==> src/rtl/gray_ptr_fifo_ctrl.sv <==
// rtl/gray_ptr_fifo_ctrl.sv - single-clock FIFO with registered Gray read/write pointers
// Full/empty come from the Gray pointers so the same compare works once the FIFO is split across clocks.
module gray_ptr_fifo_ctrl #(
  parameter int N      = 8,
  parameter int ADDR_W = 3
) (
  input  logic              clk_i,
  input  logic              rst_i,
  input  logic              flush_i,
  input  logic              in_valid_i,
  output logic              in_ready_o,
  input  logic [N-1:0]      in_data_i,
  output logic              out_valid_o,
  input  logic              out_ready_i,
  output logic [N-1:0]      out_data_o,
  output logic [ADDR_W:0]   wptr_gray_o,
  output logic [ADDR_W:0]   rptr_gray_o,
  output logic [ADDR_W:0]   level_o
);

  localparam int DEPTH = 1 << ADDR_W;

  logic [N-1:0]    mem [DEPTH];
  logic [ADDR_W:0] wbin, rbin, wbin_nxt, rbin_nxt;
  logic [ADDR_W:0] wgray, rgray, level_q;
  logic [ADDR_W:0] full_cmp;
  logic            full, empty, push, pop;

  // Full: write pointer has lapped read pointer once, i.e. top two Gray bits inverted.
  generate
    if (ADDR_W == 1) begin : g_full_w1
      assign full_cmp = ~rgray;
    end else begin : g_full_wn
      assign full_cmp = {~rgray[ADDR_W:ADDR_W-1], rgray[ADDR_W-2:0]};
    end
  endgenerate

  assign empty = (wgray == rgray);
  assign full  = (wgray == full_cmp);

  assign in_ready_o  = ~full;
  assign out_valid_o = ~empty;
  assign push        = in_valid_i & ~full;
  assign pop         = out_ready_i & ~empty;

  always_comb begin
    wbin_nxt = wbin + {{ADDR_W{1'b0}}, push};
    rbin_nxt = rbin + {{ADDR_W{1'b0}}, pop};
  end

  always_ff @(posedge clk_i) begin
    if (rst_i || flush_i) begin
      wbin    <= '0;
      rbin    <= '0;
      wgray   <= '0;
      rgray   <= '0;
      level_q <= '0;
    end else begin
      wbin    <= wbin_nxt;
      rbin    <= rbin_nxt;
      wgray   <= wbin_nxt ^ (wbin_nxt >> 1);
      rgray   <= rbin_nxt ^ (rbin_nxt >> 1);
      level_q <= wbin_nxt - rbin_nxt;
    end
  end

  always_ff @(posedge clk_i) begin
    if (!rst_i && !flush_i && push) begin
      mem[wbin[ADDR_W-1:0]] <= in_data_i;
    end
  end

  assign out_data_o  = mem[rbin[ADDR_W-1:0]];
  assign wptr_gray_o = wgray;
  assign rptr_gray_o = rgray;
  assign level_o     = level_q;

  // A clear may jump several Gray bits at once, so steps are only checked after ordinary cycles.
  logic [ADDR_W:0] wgray_prev, rgray_prev;
  logic            step_chk;

  always_ff @(posedge clk_i) begin
    if (step_chk) begin
      assert ($countones(wgray_prev ^ wgray) <= 1);
      assert ($countones(rgray_prev ^ rgray) <= 1);
    end
    assert (!(in_valid_i && in_ready_o && full));
    assert (!(out_ready_i && out_valid_o && empty));
    wgray_prev <= wgray;
    rgray_prev <= rgray;
    step_chk   <= ~rst_i & ~flush_i;
  end

endmodule

==> config.mk <==
export PLATFORM = sky130hd
export DESIGN_NAME = gray_ptr_fifo_ctrl
export DESIGN_NICKNAME = d
export VERILOG_FILES = /design/src/rtl/gray_ptr_fifo_ctrl.sv
export SDC_FILE = /design/constraint.sdc
export NUM_CORES = 1
export LEC_CHECK = 0
export ABC_AREA = 1
export ABC_CLOCK_PERIOD_IN_PS = 2700
export CAP_MARGIN = 40
export CORE_MARGIN = 2
export CORE_UTILIZATION = 55
export DETAILED_ROUTE_END_ITERATION = 6
export PLACE_DENSITY = 0.86
export SLEW_MARGIN = 40
export SYNTH_ARGS = -nofsm -noshare
export SYNTH_HDL_FRONTEND = slang
export SYNTH_SLANG_ARGS = --single-unit
export TNS_END_PERCENT = 5
==> constraint.sdc <==
create_clock -name clk_i -period 2.7 [get_ports clk_i]
set_input_delay 0.81 -clock clk_i [delete_from_list [all_inputs] [get_ports clk_i]]
set_output_delay 0.81 -clock clk_i [all_outputs]
set_load 0.1 [all_outputs]
### Word level (Yosys, flattened, before mapping)

Memories as Yosys holds them, arrays and structs flattened. A register that Yosys moved wholly into a read port is not among the register bits.
Cells that the tools add are included.
Widths: inputs -> output; s select.

| storage, ports and cells | value |
|---|---|
| output and inout bits | 22 |
| bits of input ports | 13 |
| memories kept | 1 |
| bits in registers | 20 |
| RAM bits | 64 |
| logic and storage cells | 26 |

| cells by class | value |
|---|---|
| add/sub/neg operators | 3 |
| reductions and logical operators | 5 |
| equal/unequal tests | 2 |
| multiplexer cells | 3 |
| bitwise gates (word level) | 7 |

Memories:

| name | words | bits a word | read ports | clocked after memory_dff | write ports | line | source |
|---|---|---|---|---|---|---|---|
| mem | 8 | 8 | 1 | 1 | 1 | 23 | `logic [N-1:0] mem [DEPTH];` |

Operators by type and width:

| operator | count |
|---|---|
| $add 4x1->4 | 2 |
| $eq 4x4->1 | 2 |
| $xor 4x3->4 | 2 |
| $sub 4x4->4 | 1 |
| $mux 3 | 1 |
| $and 1x1->1 | 2 |
| $logic_and 1x1->1 | 2 |
| $logic_not 1->1 | 2 |
| $mux 1 | 2 |
| $not 1->1 | 2 |
| $not 2->2 | 1 |
| $logic_or 1x1->1 | 1 |

### Longest topological paths before layout

| depth | value |
|---|---|
| depth after elaboration | 7 |
| depth in mapped cells | 16 |
| mapped depth without buffers | 16 |

### Worst setup path after synthesis

OpenSTA, ideal clock, no wires.

| timing | value |
|---|---|
| kind | register -> register |
| from | register rgray[1] (netlist: rptr_gray_o[1]) |
| to | register level_q[2] (netlist: level_o[2]) |
| required time | 2.586 ns |
| clock period less this slack | 3.904 ns |
| stages on the path, launching flop included | 16 |
| data arrival time | 3.790 ns |
| buffers on the path | 0 |
| setup slack | -1.204 ns |
| setup time | 0.114 ns |
| cells stage by stage | dfxtp_1 -> xor2_1 -> a21oi_2 -> nand3_1 -> and2_1 -> ha_1 -> ha_1 -> inv_1 -> nand3_1 -> nand2_1 -> inv_1 -> ha_1 -> inv_1 -> nand2_1 -> nor2_1 -> nor2_2 |

| between the ends | value |
|---|---|
| cells in the longest elaborated chain, start to end | 5 |
| elaborated cells on any way between the ends | 9 |
| classes of those cells | add/sub: 3; eq/ne: 2; bitwise: 4 |

RTL lines:

| what | line | source |
|---|---|---|
| start, declared | 25 | `logic [ADDR_W:0] wgray, rgray, level_q;` |
| start signal, assigned | 62 | `rgray <= rbin_nxt ^ (rbin_nxt >> 1);` |
| $eq 4x4->1 | 39 | `assign full = (wgray == full_cmp);` |
| $not 1->1 | n/a |  |
| named net in_ready_o | 11 | `output logic in_ready_o,` |
| $and 1x1->1 | 43 | `assign push = in_valid_i & ~full;` |
| $add 4x1->4 | 47 | `wbin_nxt = wbin + {{ADDR_W{1'b0}}, push};` |
| named net wbin_nxt[1] | 24 | `logic [ADDR_W:0] wbin, rbin, wbin_nxt, rbin_nxt;` |
| $sub 4x4->4 | 63 | `level_q <= wbin_nxt - rbin_nxt;` |
| end signal, assigned | 63 |  |
| end, declared | 25 |  |

The timed path passes the listed nets, and every way through them passes these cells.
A chain may end at the register's enable or synchronous reset.

==> results.json <==
{
  "ys.warnings.count": 0,
  "path_clk_slew_ns": 0.09,
  "fin_crit_sh": 0.984,
  "yosysSeqAreaShare": 0.651,
  "yosys.area.top_type": "edfxtp_1",
  "min_period_ns": 2.66,
  "netlist_instances": 330,
  "ant_nets": 0,
  "die_h_microns": 83.8,
  "vdd_ir_drop_max_mv": 0.515,
  "power.leakage_nw": 1.74,
  "drv_cap": 0,
  "hold_viol": 0,
  "required_ns": 1.89,
  "grt_pass1_vias": 2633,
  "die_x_microns": 83.8,
  "grt_setup_unrepaired": "yes",
  "start_kind": "register",
  "grt_max_degree": 27,
  "syn_nets": 349,
  "viasPerCell": 5.56,
  "path_max_fanout": 12,
  "synth_area_per_cell_sq_um": 10.6,
  "num_antenna_cells": 0,
  "fill_cells": 401,
  "synth_cell_types": 29,
  "status": "finished, final reports clean",
  "critPathSlowestCell": "dfxtp_1",
  "first_pass_iters": 5,
  "synth-seq-cells": 82,
  "setup_viol": 0,
  "path_delay_family": "compound AO/OA/AOI/OAI gates",
  "via_count": 2611,
  "drtIter0Drc": 231,
  "synth_area_leaders": "edfxtp_1, dfxtp_1, nor2_1, nand2_1, o21ai_0",
  "numCtsBuffers": 9,
  "grt_usage": 0.237,
  "crit_arrival_ns": 1.85,
  "design_area_sq_um": 4450,
  "hold_path.class": "register to register",
  "io_buffers": 34,
  "hold_buffers": 0,
  "coreArea_sq_um": 6240,
  "gr-total-overflow": 0,
  "critical-path-max-stage-delay_ns": 0.38,
  "nNetsFinal": 407,
  "crit_chain": "buf_4 -> o21ai_1 -> o21ai_1 -> a21oi_1 -> a31oi_1 -> buf_12",
  "gp_congestion": 0.827,
  "drive_above_1_share": 0.247,
  "clkLatencyLatePin_ns": 0.35,
  "power_density_nw_per_um2": 595,
  "synth_area_sq_um": 3500,
  "crit_top_cell": "o21ai_1",
  "cts_tree": "yes",
  "place_hpwl_microns": 5310,
  "routed_wl_microns": 8160,
  "wire_per_inst_microns": 17.4,
  "place_area_sq_um": 4180,
  "dieArea_sq_um": 7020,
  "antenna_found_initial": 0,
  "end_kind": "output port",
  "path_buf_inv": 2,
  "start_util": 0.561,
  "worst_pin_slew_ns": 0.442,
  "drc": 0,
  "slew_headroom": 0.705,
  "finClkSkew_ns": 0.0125,
  "cts_root_buffer": "clkbuf_8",
  "htree_levels": 3,
  "fmax_mhz": 376,
  "clock_sinks": 82,
  "syn_to_final_growth_pct": 27.1,
  "finalMaxSlewViolations": 0,
  "synth_top_area_share": 0.549,
  "power.total_mw": 2.65,
  "cts_buffer_depth": 2,
  "rows": 29,
  "grt_pass1_wl_microns": 12800,
  "worst-setup-path-type": "register to output port",
  "io_pins": 35
}
[path summary, 6_finish.rpt]
| check | startpoint | endpoint | slack [ns] | depth (start not counted) |
|---|---|---|---|---|
| worst max-delay path | rbin[1] | out_data_o[6] | 0.04 | 6 |
| worst min-delay path | rbin[3] | rptr_gray_o[2] | 0.62 | 1 |
| worst min register to register | rbin[3] | rptr_gray_o[2] | 0.62 | 1 |
| worst max register to register | wptr_gray_o[0] | level_o[2] | 0.24 | 15 |
[flip-flops by register name, indices dropped and copies added, names as in the netlist]
| name | count |
|---|---|
| rbin | 4 |
| wbin | 4 |
| level_o | 4 |
| wptr_gray_o | 3 |
| rptr_gray_o | 3 |
| mem | 64 |
[per-stage QoR]
step	TNS (ns)	hold WS [ns]	setup WS [ns]	utilization	cells
floorplan	-4.12	0.488	-0.581	-	330
global placement	-0.0107	0.523	-0.0107	0.669	454
detailed placement	-0.154	0.538	-0.122	0.669	454
CTS	0	0.589	0.0255	0.709	470
global route	-0.0924	0.667	-0.0540	0.714	470
finish	0	0.624	0.0439	0.714	470
[Yosys cell counts, drive strengths merged]
library cell	number
dfxtp	18
nor2	67
nand3	10
edfxtp	64
clkbuf	1
xnor2	1
xor2	3
a21oi	16
and2	2
a31oi	8
nand2	59
ha	6
a21boi	1
or2	1
inv	21
buf	13
nand4	4
o21ai	35
[power breakdown]
group	internal, mW	switching [mW]
Sequential	1.36	0.00595
Clock	0.614	0.434
Combinational	0.0775	0.156
[routing by layer]
metal / global-route usage / wire length [microns] / share of wire
met1: 0.291 / 3160 / 0.39
met5: 0 / 0 / 0
met2: 0.400 / 4260 / 0.52
met4: 0.101 / 194 / 0.024
met3: 0.0564 / 540 / 0.066
[repair_timing]
action	4_1_cts	5_1_grt
endpoints found under the setup margin	1	7
gates resized for setup	1	8
setup buffers	0	0
pin swaps	0	0
[logic make-up after synthesis]
kind of cell    Yosys count  synth area share
buf+inv                  35            0.0489
xor+xnor                  4            0.0154
compound gates           60            0.0904
simple gates            143             0.172
flops                    82             0.651
fa+ha+maj                 6            0.0214
[cells in the final DEF (no fill, tap or decap), drive strengths merged]
master         count
nand2             59
clkbuf             9
or2                1
buf               49
clkinv             2
o21ai             35
ha                 6
a31oi              8
and2               2
a21boi             1
xor2               3
inv               22
dfxtp             18
clkdlybuf4s50     12
bufinv             3
xnor2              1
nand3             10
clkinvlp           1
nor2              67
a21oi             16
nand4              4
edfxtp            64
[layout make-up]
cell class	count	area, sq um	share of cell area
Clock buffer	9	124	0.0278
Clock inverter	7	116	0.0261
Timing Repair Buffer	61	617	0.139
Inverter	21	78.8	0.0177
Sequential cell	82	2300	0.518
Multi-Input combinational cell	213	1120	0.251
Tap cell	77	96.3	0.0216
Power figures use the tool's default switching activity.
